## config.mk

```make
export PLATFORM = sky130hd
export DESIGN_NAME = mem_step_arbiter
export DESIGN_NICKNAME = d
export VERILOG_FILES = /design/src/rtl/mem_arb_pkg.sv /design/src/rtl/arb_watchdog.sv /design/src/rtl/mem_step_arbiter.sv
export SDC_FILE = /design/constraint.sdc
export NUM_CORES = 1
export LEC_CHECK = 0
export CORE_MARGIN = 5
export CORE_UTILIZATION = 39
export CTS_CLUSTER_SIZE = 24
export DETAILED_ROUTE_END_ITERATION = 10
export PLACE_DENSITY = 0.79
export SLEW_MARGIN = 0
export SYNTH_ARGS = -nofsm -noshare
export SYNTH_HDL_FRONTEND = slang
export SYNTH_SLANG_ARGS = --single-unit
```

## constraint.sdc

```tcl
create_clock -name clk -period 1.9 [get_ports clk]
set_input_delay 0.19 -clock clk [delete_from_list [all_inputs] [get_ports clk]]
set_output_delay 0.19 -clock clk [all_outputs]
set_load 0.01 [all_outputs]
```

## src/rtl/mem_arb_pkg.sv

```systemverilog
// Shared types for the unified-memory step arbiter.
// Holds the arbiter FSM states and the memory access-size encoding.
package mem_arb_pkg;

    typedef enum logic [1:0] {
        IDLE,
        D_ACC,
        I_ACC,
        DONE
    } arb_state_t;

    typedef enum logic [1:0] {
        MEM_BYTE = 2'd0,
        MEM_HALF = 2'd1,
        MEM_WORD = 2'd2
    } mem_mode_t;

    localparam logic [1:0] MODE_WORD = MEM_WORD;

endpackage

```

## src/rtl/arb_watchdog.sv

```systemverilog
// Clearable saturating wait counter for one memory access.
// Ports: clk, rst, clr (restart), inc (waiting), expired (limit hit now).
module arb_watchdog #(
    parameter int TIMEOUT_CYCLES = 255
) (
    input  logic clk,
    input  logic rst,
    input  logic clr,
    input  logic inc,
    output logic expired
);

    localparam int CW = $clog2(TIMEOUT_CYCLES + 1);
    localparam logic [CW-1:0] LIMIT = CW'(TIMEOUT_CYCLES);

    logic [CW-1:0] cnt_q;
    logic [CW-1:0] cnt_d;

    // Fires in the cycle whose increment would bring the count to the
    // limit, so the request is held for exactly TIMEOUT_CYCLES cycles.
    assign expired = inc && (cnt_q >= LIMIT - CW'(1));

    always_comb begin
        cnt_d = cnt_q;
        if (clr) begin
            cnt_d = '0;
        end else if (inc && cnt_q != LIMIT) begin
            cnt_d = cnt_q + CW'(1);
        end
    end

    always_ff @(posedge clk) begin
        if (rst) begin
            cnt_q <= '0;
        end else begin
            cnt_q <= cnt_d;
        end
    end

endmodule

```

## src/rtl/mem_step_arbiter.sv

```systemverilog
// Serialises one pipeline step's data and fetch accesses onto a single memory.
// Ports: core side i_*/d_*/stall_n, memory side m_*, sticky timeout err.
module mem_step_arbiter
    import mem_arb_pkg::*;
#(
    parameter int ADDR_WIDTH     = 32,
    parameter int WORD_WIDTH     = 32,
    parameter int MODE_WIDTH     = 2,
    parameter int TIMEOUT_CYCLES = 255
) (
    input  logic                  clk,
    input  logic                  rst,
    input  logic                  i_req,
    input  logic [ADDR_WIDTH-1:0] i_addr,
    output logic [WORD_WIDTH-1:0] i_rdata,
    input  logic                  d_read,
    input  logic                  d_write,
    input  logic [ADDR_WIDTH-1:0] d_addr,
    input  logic [WORD_WIDTH-1:0] d_wdata,
    input  logic [MODE_WIDTH-1:0] d_mode,
    output logic [WORD_WIDTH-1:0] d_rdata,
    output logic                  stall_n,
    output logic                  m_req,
    output logic                  m_we,
    output logic [ADDR_WIDTH-1:0] m_addr,
    output logic [WORD_WIDTH-1:0] m_wdata,
    output logic [MODE_WIDTH-1:0] m_mode,
    input  logic [WORD_WIDTH-1:0] m_rdata,
    input  logic                  m_ack,
    output logic                  err
);

    arb_state_t state_q, state_d;

    logic                  i_req_q, i_req_d;
    logic [ADDR_WIDTH-1:0] i_addr_q, i_addr_d;
    logic                  rd_q, rd_d;
    logic                  wr_q, wr_d;
    logic [ADDR_WIDTH-1:0] d_addr_q, d_addr_d;
    logic [WORD_WIDTH-1:0] d_wdata_q, d_wdata_d;
    logic [MODE_WIDTH-1:0] d_mode_q, d_mode_d;
    logic [WORD_WIDTH-1:0] i_rdata_q, i_rdata_d;
    logic [WORD_WIDTH-1:0] d_rdata_q, d_rdata_d;
    logic                  err_q, err_d;

    logic any_req;
    logic in_d;
    logic in_i;
    logic in_acc;
    logic acked;
    logic wd_exp;
    logic finish;
    logic [WORD_WIDTH-1:0] rd_val;

    assign any_req = i_req | d_read | d_write;
    assign in_d    = (state_q == D_ACC);
    assign in_i    = (state_q == I_ACC);
    assign in_acc  = in_d | in_i;
    assign acked   = in_acc & m_ack;
    // An ack in the limit cycle wins because inc already excludes it.
    assign finish  = acked | wd_exp;
    assign rd_val  = acked ? m_rdata : '0;

    arb_watchdog #(
        .TIMEOUT_CYCLES(TIMEOUT_CYCLES)
    ) u_wd (
        .clk    (clk),
        .rst    (rst),
        .clr    (state_d != state_q),
        .inc    (in_acc & ~m_ack),
        .expired(wd_exp)
    );

    always_comb begin
        state_d   = state_q;
        i_req_d   = i_req_q;
        i_addr_d  = i_addr_q;
        rd_d      = rd_q;
        wr_d      = wr_q;
        d_addr_d  = d_addr_q;
        d_wdata_d = d_wdata_q;
        d_mode_d  = d_mode_q;
        i_rdata_d = i_rdata_q;
        d_rdata_d = d_rdata_q;
        err_d     = err_q | wd_exp;
        unique case (state_q)
            IDLE: begin
                if (any_req) begin
                    i_req_d   = i_req;
                    i_addr_d  = i_addr;
                    rd_d      = d_read;
                    wr_d      = d_write;
                    d_addr_d  = d_addr;
                    d_wdata_d = d_wdata;
                    d_mode_d  = d_mode;
                    state_d   = (d_read | d_write) ? D_ACC : I_ACC;
                end
            end
            D_ACC: begin
                if (finish) begin
                    if (rd_q) begin
                        d_rdata_d = rd_val;
                    end
                    state_d = i_req_q ? I_ACC : DONE;
                end
            end
            I_ACC: begin
                if (finish) begin
                    i_rdata_d = rd_val;
                    state_d   = DONE;
                end
            end
            DONE: begin
                state_d = IDLE;
            end
            default: begin
                state_d = IDLE;
            end
        endcase
    end

    always_ff @(posedge clk) begin
        if (rst) begin
            state_q   <= IDLE;
            i_req_q   <= 1'b0;
            i_addr_q  <= '0;
            rd_q      <= 1'b0;
            wr_q      <= 1'b0;
            d_addr_q  <= '0;
            d_wdata_q <= '0;
            d_mode_q  <= '0;
            i_rdata_q <= '0;
            d_rdata_q <= '0;
            err_q     <= 1'b0;
        end else begin
            state_q   <= state_d;
            i_req_q   <= i_req_d;
            i_addr_q  <= i_addr_d;
            rd_q      <= rd_d;
            wr_q      <= wr_d;
            d_addr_q  <= d_addr_d;
            d_wdata_q <= d_wdata_d;
            d_mode_q  <= d_mode_d;
            i_rdata_q <= i_rdata_d;
            d_rdata_q <= d_rdata_d;
            err_q     <= err_d;
        end
    end

    // stall_n drops in the very cycle a request appears so the core
    // cannot advance past a step that has not been served yet.
    assign stall_n = ~(in_acc | ((state_q == IDLE) & any_req));
    assign m_req   = in_acc;
    assign m_we    = in_d & wr_q;
    assign m_addr  = in_d ? d_addr_q : (in_i ? i_addr_q : '0);
    assign m_wdata = in_d ? d_wdata_q : '0;
    assign m_mode  = in_d ? d_mode_q :
                     (in_i ? MODE_WIDTH'(MODE_WORD) : '0);
    assign i_rdata = i_rdata_q;
    assign d_rdata = d_rdata_q;
    assign err     = err_q;

endmodule

```

==> out/summary.json <==
{
  "synth-edff-count": {"value": 0},
  "cts_hold_repair.buffers": {"value": 0},
  "max-slew-margin-rel": {"value": 0.6644},
  "total_power": {"value": 13480, "unit": "uW"},
  "synthesized_area_fraction_occupied_by_ao_oa_aoi_and_oai_cells": {"value": 0.2107},
  "core_area": {"value": 0.01724, "unit": "mm2"},
  "area.growth.synth_to_final": {"value": 57.56, "unit": "%"},
  "cap_viol_max_count": {"value": 0},
  "synth-simple-area-share": {"value": 0.2127},
  "count_of_boundary_i_o_pins": {"value": 270},
  "r2r-start": {"value": "state_q[0]"},
  "cell_type_with_the_highest_aggregate_area_in_the_netlist": {"value": "sky130_fd_sc_hd__dfxtp_1"},
  "gp_routability_congestion": {"value": 0.8719},
  "startpoint_type": {"value": "register"},
  "synth_cell_type_count": {"value": 40},
  "type_of_the_tightest_min_delay_check": {"value": "primary input to register"},
  "post_route_cells_drive_above_1_share": {"value": 0.1691},
  "final_antenna_net_count": {"value": 0},
  "route.vias.total": {"value": 6723},
  "number_of_global_route_vias_before_repair": {"value": 6310},
  "htreeDepth": {"value": 4},
  "crit_path_max_incr_delay": {"value": 370, "unit": "ps"},
  "fill_cells": {"value": 1471},
  "synth.cell_area": {"value": 0.006848, "unit": "mm2"},
  "critical_r2r_capture": {"value": "d_rdata[0]"},
  "unrepaired_setup_endpoints_after_global_routing": {"value": "yes"},
  "setup.reg_to_reg.worst_slack": {"value": 40, "unit": "ps"},
  "layout_common_cells": {"value": "sky130_fd_sc_hd__nand2_1 (263), sky130_fd_sc_hd__clkdlybuf4s50_1 (199), sky130_fd_sc_hd__dfxtp_1 (174)"},
  "slowest_cell_on_the_critical_path": {"value": "sky130_fd_sc_hd__dfxtp_4"},
  "crit_path_end_kind": {"value": "output pin"},
  "detail_route.iter0.violations": {"value": 278},
  "clkSlewWorstSetupHoldPaths": {"value": 60, "unit": "ps"},
  "grt_first_pass_wirelength": {"value": 32870, "unit": "um"},
  "setup_viol_count_final": {"value": 0},
  "final.period_utilization": {"value": 0.9915},
  "drt_drc_violations_left": {"value": 0},
  "final_core_utilization": {"value": 0.6259},
  "power.density_cell_area": {"value": 1249, "unit": "mW/mm2"},
  "internal_cell_power": {"value": 8856, "unit": "uW"},
  "worst_clock_skew": {"value": 9.672, "unit": "ps"},
  "cp_top_delay_family": {"value": "buffers and inverters"},
  "netSwitchingPower": {"value": 4620, "unit": "uW"},
  "clock_tree_from_tritoncts": {"value": "yes"},
  "grtUsageTotal": {"value": 0.2038},
  "site_rows": {"value": 48},
  "die_y": {"value": 142.5, "unit": "um"},
  "p_seq_frac": {"value": 0.344},
  "total_leakage_power": {"value": 0.004362, "unit": "uW"},
  "hold_violations": {"value": 0},
  "outcome": {"value": "complete, no violations"},
  "netlist_top_cells_area": {"value": "sky130_fd_sc_hd__dfxtp_1 (51%), sky130_fd_sc_hd__nand2_1 (15%), sky130_fd_sc_hd__a22o_1 (8.2%)"},
  "worst-slew-pin-transition": {"value": 503.4, "unit": "ps"},
  "combPwrFrac": {"value": 0.385},
  "cp_data_required_time": {"value": 1710, "unit": "ps"},
  "dpl.hpwl": {"value": 15200, "unit": "um"},
  "grt_antenna_before_repair": {"value": 1},
  "synth_mux_area_frac": {"value": 0.001462},
  "sw_frac_of_total": {"value": 0.3429},
  "worst_skew_pair.late_latency": {"value": 410, "unit": "ps"},
  "die_w": {"value": 142.5, "unit": "um"},
  "vdd.ir_drop.worst": {"value": 1.010, "unit": "mV"},
  "synth-xor-area-share": {"value": 0.003837},
  "synthAdderAreaFrac": {"value": 0.01279},
  "tritoncts_num_sinks": {"value": 176},
  "worst_r2r_path_depth": {"value": 7},
  "worstPathMaxFanout": {"value": 15},
  "worstPathCellList": {"value": "inv_4, ha_4, buf_12, buf_6, buf_12, and2_1, buf_2"},
  "layout.nets": {"value": 1248},
  "most_common_library_cell_in_the_layout_ignoring_fill_and_taps": {"value": "sky130_fd_sc_hd__nand2_1"},
  "ys_seq_elements": {"value": 176},
  "initial_utilization": {"value": 0.3973},
  "buffer_type_at_the_clock_tree_root": {"value": "sky130_fd_sc_hd__clkbuf_16"},
  "numCtsBuffers": {"value": 17},
  "yosysTopAreaCellShare": {"value": 0.5145},
  "min_from": {"value": "rst"},
  "seq_area_frac_synth": {"value": 0.5145},
  "cts_buffer_depth": {"value": 2},
  "yosys_warnings": {"value": 0},
  "p_clk_frac": {"value": 0.271},
  "classification_of_the_worst_setup_path": {"value": "register to output pin"},
  "critPathMostFrequentCell": {"value": "sky130_fd_sc_hd__buf_12"},
  "drt-vias-per-instance": {"value": 5.002},
  "ys.flop_type": {"value": "sky130_fd_sc_hd__dfxtp_1"},
  "floorplan_die_area": {"value": 0.02031, "unit": "mm2"},
  "totalWireLength": {"value": 22000, "unit": "um"},
  "worstHoldEndpoint": {"value": "err"},
  "wire_per_inst": {"value": 16.37, "unit": "um"},
  "report.final.slew_viol_count": {"value": 0},
  "port-buffer-count": {"value": 269},
  "worst-endpoint-arrival": {"value": 1690, "unit": "ps"},
  "grt_max_degree": {"value": 105},
  "synth_cells": {"value": 825},
  "grt_remaining_overflow": {"value": 0},
  "syn_nets": {"value": 968},
  "number_of_buffer_and_inverter_instances_along_the_worst_setup_path": {"value": 5},
  "fmax": {"value": 0.5308, "unit": "GHz"},
  "finalWorstPathRequiredPeriod": {"value": 1884, "unit": "ps"},
  "min_delay_path_depth": {"value": 2},
  "postSynthAreaPerCell": {"value": 8.300, "unit": "um2"},
  "drt-pass1-iter-count": {"value": 5},
  "synth_top_family_by_area": {"value": "simple AND/OR/NAND/NOR gates"},
  "synth-async-reset-ratio": {"value": 0}
}
Yosys cell counts, types with 3 or more instances:
master                     instances
sky130_fd_sc_hd__nand3_1           6
sky130_fd_sc_hd__buf_2             4
sky130_fd_sc_hd__o21ai_0          43
sky130_fd_sc_hd__dfxtp_1         176
sky130_fd_sc_hd__nand2b_1          3
sky130_fd_sc_hd__a22o_1           64
sky130_fd_sc_hd__a21oi_1         102
sky130_fd_sc_hd__nand4_1           3
sky130_fd_sc_hd__and2_1           34
sky130_fd_sc_hd__buf_6             6
sky130_fd_sc_hd__ha_1              7
sky130_fd_sc_hd__nor3_1            6
sky130_fd_sc_hd__nand2_1         265
sky130_fd_sc_hd__a22oi_1           3
sky130_fd_sc_hd__nor2_1           20
sky130_fd_sc_hd__inv_1             4
sky130_fd_sc_hd__clkbuf_1         52
worst reg2reg max path, delay by kind of cell, from the launching register on:
kind	cells	cell delay (ps)
fa+ha+maj	1	270
flops	1	390
compound gates	3	700
buf+inv	2	240
simple gates	1	160
how the worst max path moves through the flow:
stage          slack, ps  cells past startpoint       endpoint  startpoint
2_1_floorplan         -3                      7    d_rdata[10]  state_q[1]
5_1_grt              -60                      8      m_addr[8]  state_q[1]
3_3_place_gp        -100                      7  u_wd.cnt_q[2]       i_req
6_report              20                      7    m_wdata[21]  state_q[1]
3_5_place_dp        -120                      7  u_wd.cnt_q[2]       m_ack
4_1_cts             -150                      6     m_addr[28]  state_q[1]
sequential cells by signal (all words and copies together), names as in the netlist:
signal / cells
d_addr_q: 32
i_addr_q: 32
u_wd.cnt_q: 8
i_req_q: 1
d_wdata_q: 32
d_mode_q: 2
state_q: 2
rd_q: 1
d_rdata: 32
wr_q: 1
err: 1
i_rdata: 32
kinds of logic (layout without fill, tap and decap cells):
kind of cell	count (synthesis)	in the layout
AOI/OAI and AO/OA	225	225
buffers and inverters	67	360
muxes	1	1
other	0	1
and+or+nand+nor	346	346
xor gates and xnor gates	3	3
adders and majority gates	7	7
DFF	176	176
routing by layer:
layer,wire length [um],up-vias,track usage
li1,-,3346,-
met1,9166,3063,0.2497
met2,10320,282,0.3306
met3,2098,32,0.07493
met4,423,0,0.07154
met5,0,-,0
stage by stage:
step	setup slack (ps)	hold WS [ps]	instances	setup TNS (ps)	instance area, um2
final	16.10	55.39	1344	0	10790
after global routing	-60.76	39.77	1344	-880.5	10790
after CTS	-148.5	31.57	1341	-1056	10630
after detailed placement	-115.3	442.4	1298	-1572	10090
after global placement	-99.30	436.9	1298	-760.0	10090
after floorplan	-2.990	315.5	825	-89.68	6873
cell type report:
type / instances / area, um2 / area share
tap: 225 / 281.5 / 0.02609
timing repair buffer: 324 / 3151 / 0.2920
inverter: 4 / 22.52 / 0.002087
sequential: 176 / 3531 / 0.3273
clock inverter: 13 / 175.2 / 0.01624
antenna: 1 / 2.502 / 0.0002319
clock buffer: 19 / 442.9 / 0.04105
multi-input combinational: 582 / 3183 / 0.2950
power by group through the flow:
stage | logic (uW) | clock network, uW | registers, uW
2_1_floorplan | 2510 | 0 | 4650
3_3_place_gp | 4770 | 0 | 4670
3_5_place_dp | 4810 | 0 | 4700
4_1_cts | 4980 | 3740 | 4630
5_1_grt | 5660 | 3890 | 4700
6_report | 5190 | 3650 | 4640
repair_timing:
item	in CTS	in global routing
buffers inserted	9	2
gates cloned	2	0
endpoints found under the hold margin	0	0
gates resized for setup	285	73
pin swaps	2	15
endpoints found under the setup margin	77	118
Power figures use the tool's default switching activity.
